### src/rtl/dmem_arbiter.sv
// dmem_arbiter: two-port request arbiter and sequencer for data memory dm.
// DMARB_ROUND_ROBIN_EN selects round-robin, else fixed port-0 priority.
module dmem_arbiter #(
  parameter int ADDR_W = 9,
  parameter int DATA_W = 32
) (
  input  logic              clk,
  input  logic              rstn,
  input  logic              p0_req,
  input  logic              p0_we,
  input  logic [1:0]        p0_size,
  input  logic              p0_uns,
  input  logic [ADDR_W-1:0] p0_addr,
  input  logic [DATA_W-1:0] p0_wdata,
  output logic              p0_gnt,
  output logic              p0_rvalid,
  output logic [DATA_W-1:0] p0_rdata,
  input  logic              p1_req,
  input  logic              p1_we,
  input  logic [1:0]        p1_size,
  input  logic              p1_uns,
  input  logic [ADDR_W-1:0] p1_addr,
  input  logic [DATA_W-1:0] p1_wdata,
  output logic              p1_gnt,
  output logic              p1_rvalid,
  output logic [DATA_W-1:0] p1_rdata,
  output logic [2:0]        dm_DMWr,
  output logic [ADDR_W-3:0] dm_addr,
  output logic [1:0]        dm_sign,
  output logic [DATA_W-1:0] dm_din,
  input  logic [DATA_W-1:0] dm_dout,
  output logic              busy
);

  typedef enum logic [1:0] {
    IDLE,
    ACCESS,
    RESP
  } state_t;

  state_t state;
  state_t state_nx;

  logic              any_req;
  logic              win;
  logic              l_own;
  logic              l_we;
  logic              l_uns;
  logic [1:0]        l_size;
  logic [ADDR_W-1:0] l_addr;
  logic [DATA_W-1:0] l_wdata;
  logic [DATA_W-1:0] ld_ext;

  assign any_req = p0_req | p1_req;
  assign busy    = (state != IDLE);

`ifdef DMARB_ROUND_ROBIN_EN
  logic last;

  // Winner: on a tie, the port that was not granted last.
  always_comb begin
    win = 1'b0;
    if (p0_req && p1_req) win = ~last;
    else                  win = p1_req;
  end

  // Remember the most recent grant for tie-breaking.
  always_ff @(posedge clk or negedge rstn) begin
    if (!rstn)                           last <= 1'b1;
    else if (state == IDLE && any_req)   last <= win;
  end
`else
  // Winner: port 0 always beats port 1.
  always_comb begin
    win = 1'b0;
    win = p1_req & ~p0_req;
  end
`endif

  // State register.
  always_ff @(posedge clk or negedge rstn) begin
    if (!rstn) state <= IDLE;
    else       state <= state_nx;
  end

  // Next state: one access every three cycles.
  always_comb begin
    state_nx = state;
    unique case (state)
      IDLE:    if (any_req) state_nx = ACCESS;
      ACCESS:  state_nx = RESP;
      RESP:    state_nx = IDLE;
      default: state_nx = IDLE;
    endcase
  end

  // Latch the winning request at grant time.
  always_ff @(posedge clk or negedge rstn) begin
    if (!rstn) begin
      l_own   <= 1'b0;
      l_we    <= 1'b0;
      l_uns   <= 1'b0;
      l_size  <= 2'b00;
      l_addr  <= '0;
      l_wdata <= '0;
    end else if (state == IDLE && any_req) begin
      l_own   <= win;
      l_we    <= win ? p1_we    : p0_we;
      l_uns   <= win ? p1_uns   : p0_uns;
      l_size  <= win ? p1_size  : p0_size;
      l_addr  <= win ? p1_addr  : p0_addr;
      l_wdata <= win ? p1_wdata : p0_wdata;
    end
  end

  // Sign/zero extension of the aligned dm read data.
  always_comb begin
    ld_ext = dm_dout;
    unique case (l_size)
      2'b00: ld_ext = {{(DATA_W-8){dm_dout[7] & ~l_uns}},
                       dm_dout[7:0]};
      2'b01: ld_ext = {{(DATA_W-16){dm_dout[15] & ~l_uns}},
                       dm_dout[15:0]};
      default: ld_ext = dm_dout;
    endcase
  end

  // Capture load data for the owner at the end of the access cycle.
  always_ff @(posedge clk or negedge rstn) begin
    if (!rstn) begin
      p0_rdata <= '0;
      p1_rdata <= '0;
    end else if (state == ACCESS && !l_we) begin
      if (l_own) p1_rdata <= ld_ext;
      else       p0_rdata <= ld_ext;
    end
  end

  // Grants, responses and dm controls decoded from state.
  always_comb begin
    p0_gnt    = 1'b0;
    p1_gnt    = 1'b0;
    p0_rvalid = 1'b0;
    p1_rvalid = 1'b0;
    dm_DMWr   = 3'b000;
    dm_addr   = '0;
    dm_sign   = 2'b00;
    dm_din    = '0;
    unique case (state)
      IDLE: begin
        p0_gnt = any_req & ~win;
        p1_gnt = any_req & win;
      end
      ACCESS: begin
        dm_addr = l_addr[ADDR_W-1:2];
        dm_sign = l_addr[1:0];
        dm_din  = l_wdata;
        if (l_we) begin
          unique case (l_size)
            2'b00:   dm_DMWr = 3'b100;
            2'b01:   dm_DMWr = 3'b010;
            default: dm_DMWr = 3'b001;
          endcase
        end
      end
      RESP: begin
        p0_rvalid = ~l_own;
        p1_rvalid = l_own;
      end
      default: ;
    endcase
  end

endmodule

### config.mk
export PLATFORM = sky130hd
export DESIGN_NAME = dmem_arbiter
export DESIGN_NICKNAME = d
export VERILOG_FILES = /design/src/rtl/dmem_arbiter.sv
export SDC_FILE = /design/constraint.sdc
export NUM_CORES = 1
export LEC_CHECK = 0
export CORE_MARGIN = 8
export CORE_UTILIZATION = 35
export CTS_CLUSTER_SIZE = 14
export DETAILED_ROUTE_END_ITERATION = 8
export GPL_TIMING_DRIVEN = 0
export HOLD_SLACK_MARGIN = 0.12
export PLACE_DENSITY = 0.76
export SETUP_SLACK_MARGIN = 0.4
export SYNTH_ARGS = -nofsm -noshare
export SYNTH_HDL_FRONTEND = slang
export SYNTH_SLANG_ARGS = --single-unit
### constraint.sdc
create_clock -name clk -period 3.6 [get_ports clk]
set_input_delay 0.72 -clock clk [delete_from_list [all_inputs] [get_ports clk]]
set_output_delay 0.72 -clock clk [all_outputs]
set_load 0.05 [all_outputs]
==> impl_results.rst, run 1 <==
.. list-table::
   :header-rows: 1

   * - Metric
     - Value
   * - Number of buffers added on ports
     - 238
   * - # DRC
     - 0
   * - Critical path origin
     - p1_req
   * - Die Width
     - between 100 and 150 um
   * - Post-synthesis compound-gate area fraction
     - 0.0623
   * - Arrival time at the worst endpoint
     - about 2300 ps
   * - Ports placed on the boundary
     - approximately 240
   * - Fraction of the yosys area taken by sequential cells
     - 0.525
   * - Master cell of the clock root buffer
     - sky130_fd_sc_hd__clkbuf_16
   * - Detailed Route Iter0 Violations
     - 214
   * - Vias in the first global route
     - between 5,000 and 6,000
   * - Number of nets in the final layout
     - just over 800
   * - Initial antenna violation count
     - 0
   * - Global placement routability congestion
     - just under 0.9
   * - Setup CP Type
     - in -> out
   * - CTS buffer count
     - 9
   * - Maximum number of pins on one net before global-route repair
     - 73
   * - Status
     - finished, final reports clean
   * - Number of warnings issued by yosys
     - 0
   * - Area of the core region
     - between 15,000 and 20,000 um2
   * - Total of flip-flops plus latches after synthesis
     - 112
   * - Final number of hold-violating endpoints
     - 0
   * - Number of cell rows
     - 45
   * - Power density of the placed cells
     - 996 nW/um2
   * - Final core utilization
     - 0.549
   * - Final clock period utilization by the worst path
     - 0.834
   * - Type of the worst min-delay path
     - in -> async
   * - Die Y
     - roughly 140 um
   * - Leakage power total
     - around 3.6 nW
   * - First-pass GRT wire length
     - between 20,000 and 30,000 um
   * - IR Drop Worst-Case VDD
     - around 0.00039 V
   * - Hold-fix buffers at CTS
     - 0
   * - Congestion Overflow GR
     - 0
   * - Die footprint
     - between 15,000 and 20,000 um2
   * - Fraction of layout cells with a size suffix above 1
     - 0.230
   * - Number of max-capacitance violations reported
     - 0
   * - Post-Synthesis Net Count
     - 559
   * - Slew @ Worst Pin
     - 811 ps
   * - Adder-cell area share of the yosys netlist
     - 0
   * - Relative slew slack
     - 0.458
   * - Number of setup violations in the final report
     - 0
   * - Clock transition at path regs
     - 70 ps
   * - Number of search-and-repair iterations in the first detailed-routing pass
     - 4
   * - Critical R2R Launch
     - state[1]
   * - Avg Inst Size Synth
     - 12.3 um2
   * - Wirelength, routed
     - ~17,000 um
   * - Clock Tree Buf Depth
     - 2
   * - All-layer global routing usage
     - 0.175
   * - Number of H-tree levels
     - 3
   * - CTS Sinks
     - between 100 and 150
   * - Highest clock rate
     - 333 MHz
   * - Post-synthesis instance area
     - between 5000 and 6000 um2
   * - Count of pins over their slew limit
     - 0
   * - Simple logic cell fraction of the synthesized area
     - 0.117
   * - Via count of the routed design
     - about 4,400
   * - Synth Area in XOR/XNOR
     - 0
   * - Number of distinct library cells after synthesis
     - 24
   * - Data required time at the worst endpoint
     - roughly 2900 ps
   * - Final WS setup
     - roughly 600 ps
   * - Startpoint Class
     - primary input
   * - Worst hold slack across all endpoints
     - about 370 ps
   * - Gate Count Post-Synth
     - around 430
   * - Post-detailed-route count of antenna-violating nets
     - 0
   * - Post-detailed-route wirelength per cell
     - approximately 19 um
   * - Effective utilization at floorplan
     - 0.355
   * - Clk Latency, worst-skew pair
     - 340 ps
   * - Antenna diode count
     - 0
   * - Largest family of logic cells by synthesized area
     - multiplexers
   * - Critical Path Sink Type
     - output port
   * - Detailed placer's ending HPWL
     - 13,400 um
   * - CTS tree
     - yes
   * - Setup clock skew after layout
     - between 5 and 6 ps
   * - Area growth from synthesis to layout
     - 54.5%
   * - Avg Vias per Cell
     - between 4 and 5
   * - Placement-stage worst setup slack
     - 37.5 ps
   * - Largest fanout of any net on the critical path
     - 10
   * - Portion of netlist area occupied by mux cells
     - 0.253
   * - Setup repair after global routing missed its margin
     - no
   * - Post-layout minimum cycle time
     - around 3000 ps
critical path, cell delays in order:
cell                              delay, ps
sky130_fd_sc_hd__clkdlybuf4s50_1        540
sky130_fd_sc_hd__nor2b_1                190
sky130_fd_sc_hd__buf_6                  200
sky130_fd_sc_hd__buf_6                  200
sky130_fd_sc_hd__and2_1                 150
sky130_fd_sc_hd__clkbuf_2               280
through the flow:
step / setup TNS (ps) / total power [W] / std cells / instance area, um2
after floorplan: 0 / 0.00558 / 433 / 5340
after global placement: -261780 / 0.00726 / 859 / 7960
after detailed placement: 0 / 0.00739 / 860 / 7980
after CTS: 0 / 0.00831 / 876 / 8240
after global routing: 0 / 0.00866 / 876 / 8250
final: 0 / 0.00821 / 876 / 8250
sequential cells by signal, summed over array words and instances (netlist names):
register	cells
l_we	1
l_uns	1
p1_rdata	32
l_addr	9
l_size	2
p0_rdata	32
l_wdata	32
l_own	1
state	2
cells in the final DEF, fill, tap and decap left out, types with 2 or more instances in the layout:
master,count
sky130_fd_sc_hd__nand2_1,17
sky130_fd_sc_hd__dfrtp_1,112
sky130_fd_sc_hd__clkbuf_1,6
sky130_fd_sc_hd__clkbuf_2,2
sky130_fd_sc_hd__clkdlybuf4s50_1,194
sky130_fd_sc_hd__mux2_2,67
sky130_fd_sc_hd__buf_4,8
sky130_fd_sc_hd__and2_1,43
sky130_fd_sc_hd__nor2_1,50
sky130_fd_sc_hd__clkbuf_8,2
sky130_fd_sc_hd__nor4b_2,2
sky130_fd_sc_hd__a21oi_1,25
sky130_fd_sc_hd__clkbuf_16,9
sky130_fd_sc_hd__dlygate4sd2_1,39
sky130_fd_sc_hd__mux2_4,39
sky130_fd_sc_hd__buf_6,8
sky130_fd_sc_hd__dlymetal6s2s_1,3
sky130_fd_sc_hd__nor3b_1,2
sky130_fd_sc_hd__buf_2,12
sky130_fd_sc_hd__a31oi_1,32
cells by family (layout without fill, tap and decap cells):
group | count (synthesis) | in the layout
AO/OA/AOI/OAI | 58 | 58
buffers and inverters | 34 | 289
flip-flops | 112 | 112
multiplexers | 107 | 107
AND/OR/NAND/NOR | 122 | 122
synth_stat cells, drive strengths merged:
master	instances	area [um2]
dfrtp	112	2800
mux2	106	1340
nor2	51	194
and2	43	269
a31oi	32	200
buf	27	203
a21oi	25	125
nand2	17	63.8
clkbuf	6	22.5
nor2b	2	12.5
nor3b	2	15.0
nor4b	2	30.0
and3	1	6.26
and3b	1	8.76
and4bb	1	12.5
inv	1	3.75
mux2i	1	10.0
o21a	1	7.51
or2	1	6.26
or3	1	6.26
repair_timing:
item / CTS / global route
endpoints found under the setup margin: 43 / 4
setup buffers: 0 / 0
gates resized for setup: 42 / 5
power breakdown:
group	switching, W	internal (W)	total, W
Sequential	0.000362	0.00189	0.00225
Clock	0.000440	0.000580	0.00102
Combinational	0.00316	0.00178	0.00494
routing by layer:
metal  up-vias  global-route usage  share of wire
met5         -                   0              0
met4         0              0.0503          0.011
met3        18              0.0694          0.099
met2       214               0.310           0.50
met1      2143               0.188           0.39
li1       1996                   -              -
final timing paths:
| check | end | slack, ps | cells after the start |
|---|---|---|---|
| worst min-delay path | l_wdata[4] | 370 | 1 |
| worst max-delay path | p1_gnt | 600 | 6 |
| worst max register to register | l_addr[2] | 1910 | 5 |
| min in group clk | l_addr[0] | 500 | 1 |
| worst min register to register | l_addr[0] | 500 | 1 |
| max in group asynchronous | p0_rdata[11] | 2480 | 2 |
area by class of cell:
cell class                 count  area [um2]
fill                        1309        6790
multi-input combinational    287        2310
tap                          188         235
clock inverter                 4        51.3
clock buffer                  12         256
sequential                   112        2800
inverter                       1        3.75
buffer                        33         226
timing repair buffer         239        2360
Power figures use the tool's default switching activity.
==> inputs of run 2 (changes only) <==
--- a/config.mk
+++ b/config.mk
@@ -11,7 +11,7 @@
 export DETAILED_ROUTE_END_ITERATION = 8
 export GPL_TIMING_DRIVEN = 0
 export HOLD_SLACK_MARGIN = 0.12
-export PLACE_DENSITY = 0.76
+export PLACE_DENSITY = 0.79
 export SETUP_SLACK_MARGIN = 0.4
 export SYNTH_ARGS = -nofsm -noshare
 export SYNTH_HDL_FRONTEND = slang
==> constraint.sdc (replaced) <==
create_clock -name clk -period 2.76 [get_ports clk]
set_input_delay 0.552 -clock clk [delete_from_list [all_inputs] [get_ports clk]]
set_output_delay 0.552 -clock clk [all_outputs]
set_load 0.05 [all_outputs]
==> run 2 against run 1 <==
Net effect:
- critical path depth stayed put
- clock skew is 0.95 ps lower
- largest power group unchanged
- largest cell class unchanged
- global-route usage is 0.37 points lower
- clock power is 41% higher
- first-iteration DRC count is 35% lower
- sequential power is 31% higher
- combinational power is 33% higher
- setup slack worse by 130 ps
- register-to-register slack worse by 980 ps
- routed wire length is 0.92% lower
- count of clock-buffer cells in the layout is 1 lower
- utilization is 0.067 points higher
==> impl_results.rst, run 2 (synthesis gave the netlist of run 1 again) <==
.. list-table::
   :header-rows: 1

   * - Metric
     - Value
   * - Die footprint
     - 19,500 um2
   * - Wirelength, routed
     - ~17,000 um
   * - Number of buffers added on ports
     - around 240
   * - Initial antenna violation count
     - 0
   * - Congestion Overflow GR
     - 0
   * - Data required time at the worst endpoint
     - 2210 ps
   * - Final WS setup
     - 464 ps
   * - Number of cell rows
     - 45
   * - Met2 track demand over resource
     - 0.290
   * - Post-route cell area
     - slightly above 8000 um2
   * - Detailed placer's ending HPWL
     - ~13,000 um
   * - Status
     - finished, final reports clean
   * - CTS buffer count
     - 9
   * - Placement-stage worst setup slack
     - -391 ps
   * - Highest-count cells in the layout ignoring fill and taps
     - sky130_fd_sc_hd__clkdlybuf4s50_1, sky130_fd_sc_hd__dfrtp_1, sky130_fd_sc_hd__mux2_2
   * - Area growth from synthesis to layout
     - 54.7%
   * - Power density of the placed cells
     - about 1300 nW/um2
   * - # DRC
     - 0
   * - Leakage power total
     - ~3.6 nW
   * - Detailed Route Iter0 Violations
     - 140
   * - GR Layer Usage met3
     - 0.0728
   * - Clock Tree Buf Depth
     - 2
   * - Global placement routability congestion
     - about 0.84
   * - Most common cell after layout, fill and taps aside
     - sky130_fd_sc_hd__clkdlybuf4s50_1
   * - Count of pins over their slew limit
     - 0
   * - Setup clock skew after layout
     - ~5.0 ps
   * - First-pass GRT wire length
     - between 20,000 and 30,000 um
   * - Avg Vias per Cell
     - around 4.9
   * - Number of nets in the final layout
     - a little over 800
   * - Number of setup violations in the final report
     - 0
   * - Number of max-capacitance violations reported
     - 0
   * - Post-layout minimum cycle time
     - around 2300 ps
   * - Hold-fix buffers at CTS
     - 0
   * - Clk Latency, worst-skew pair
     - 340 ps
   * - Area after detailed placement
     - approximately 8000 um2
   * - Largest fanout of any net on the critical path
     - 10
   * - Master cell of the clock root buffer
     - sky130_fd_sc_hd__clkbuf_16
   * - CTS Sinks
     - ~110
   * - Die Width
     - ~140 um
   * - Clock transition at path regs
     - ~70 ps
   * - Slew @ Worst Pin
     - slightly below 900 ps
   * - All-layer global routing usage
     - 0.171
   * - Minimum setup slack among reg-to-reg paths
     - roughly 930 ps
   * - Post-detailed-route count of antenna-violating nets
     - 0
   * - Effective utilization at floorplan
     - 0.355
   * - Critical Path Sink Type
     - output port
   * - Slowest library cell on the worst path
     - sky130_fd_sc_hd__clkdlybuf4s50_1
   * - Startpoint Class
     - primary input
   * - Most used cell along the critical path
     - sky130_fd_sc_hd__buf_6
   * - Number of search-and-repair iterations in the first detailed-routing pass
     - 4
   * - Relative slew slack
     - 0.406
   * - Final clock period utilization by the worst path
     - 0.832
   * - Arrival time at the worst endpoint
     - approximately 1700 ps
   * - Maximum number of pins on one net before global-route repair
     - 64
   * - Die Y
     - approximately 140 um
   * - Final number of hold-violating endpoints
     - 0
   * - CTS tree
     - yes
   * - Via count of the routed design
     - about 4,400
   * - Global routing met1 resource utilization
     - 0.191
   * - Number of H-tree levels
     - 3
   * - Ports placed on the boundary
     - between 200 and 250
   * - Top Registers
     - l_wdata: 32 flops, p0_rdata: 32 flops, p1_rdata: 32 flops
   * - Fraction of layout cells with a size suffix above 1
     - 0.308
   * - Setup CP Type
     - in -> out
   * - GRT Max-Usage Layer
     - met2
   * - Highest clock rate
     - between 400 and 500 MHz
   * - Area of the core region
     - 15,000 um2
   * - Setup repair after global routing missed its margin
     - yes
   * - Antenna diode count
     - 0
   * - Slowest cell delay on critical path
     - roughly 480 ps
   * - Cells traversed along the worst timing path
     - clkdlybuf4s50_1 -> nor2b_4 -> buf_6 -> buf_12 -> and2_1 -> buf_6
   * - Post-detailed-route wirelength per cell
     - about 19 um
   * - Vias in the first global route
     - between 4,000 and 5,000
   * - IR Drop Worst-Case VDD
     - 0.000569 V
   * - Type of the worst min-delay path
     - in -> async
==> run 2: cell types whose count changed in the layout (fill, tap and decap cells not counted), sizes merged <==
cell / change
dlymetal6s2s: -2
clkinv: -1
clkdlybuf4s15: +2
buf: +45
inv: +1
clkdlybuf4s50: -7
dlygate4sd2: -36
bufinv: +1
==> run 2: final cells by class <==
cell class	instances	area, um2
Buffer	33	249
Clock buffer	11	243
Clock inverter	5	87.6
Fill cell	1273	6780
Inverter	1	3.75
Multi-Input combinational cell	287	2330
Sequential cell	112	2800
Tap cell	188	235
Timing Repair Buffer	242	2310
==> run 2: per-layer routing <==
| metal | vias to the layer above | share of wire | wire, um |
|---|---|---|---|
| met4 | 0 | 0.014 | 229 |
| met3 | 14 | 0.10 | 1750 |
| met2 | 209 | 0.49 | 8150 |
| met1 | 2120 | 0.39 | 6600 |
| li1 | 2007 | - | - |
| met5 | - | 0 | 0 |
==> run 2: metrics by stage <==
stage               hold WS [ps]  utilization  instances  TNS [ps]  power (W)
floorplan                    256            -        433         0    0.00728
global placement             482        0.530        859   -359430    0.00949
detailed placement           487        0.531        860    -10120    0.00966
CTS                          335        0.544        878         0     0.0110
global route                 372        0.549        879         0     0.0115
finish                       305        0.549        879         0     0.0109
==> run 2: report_power, final <==
part           switching (W)  internal (W)  leakage (nW)
clock               0.000609      0.000832         0.158
sequential          0.000478       0.00247          1.27
combinational        0.00415       0.00240          2.16
==> run 2: timing repair <==
action,4_1_cts,5_1_grt
endpoints found under the hold margin,0,0
setup buffers,2,1
endpoints found under the setup margin,49,29
gates resized for setup,247,40
pin swaps,0,0
==> run 2: worst max-delay path: cells and delay by family <==
family	cells	cell delay (ps)
simple gates	2	300
buf+inv	4	880
==> run 2: path summary, 6_finish.rpt <==
path                            start     endpoint  cells past startpoint
setup / recovery               p0_req       p1_gnt                      6
hold / removal                   rstn  p0_rdata[5]                      1
setup reg to reg             state[1]    l_size[1]                      5
hold reg to reg            l_wdata[3]   l_wdata[3]                      1
max in group asynchronous        rstn    l_size[1]                      2
min in group clk           l_wdata[3]   l_wdata[3]                      1
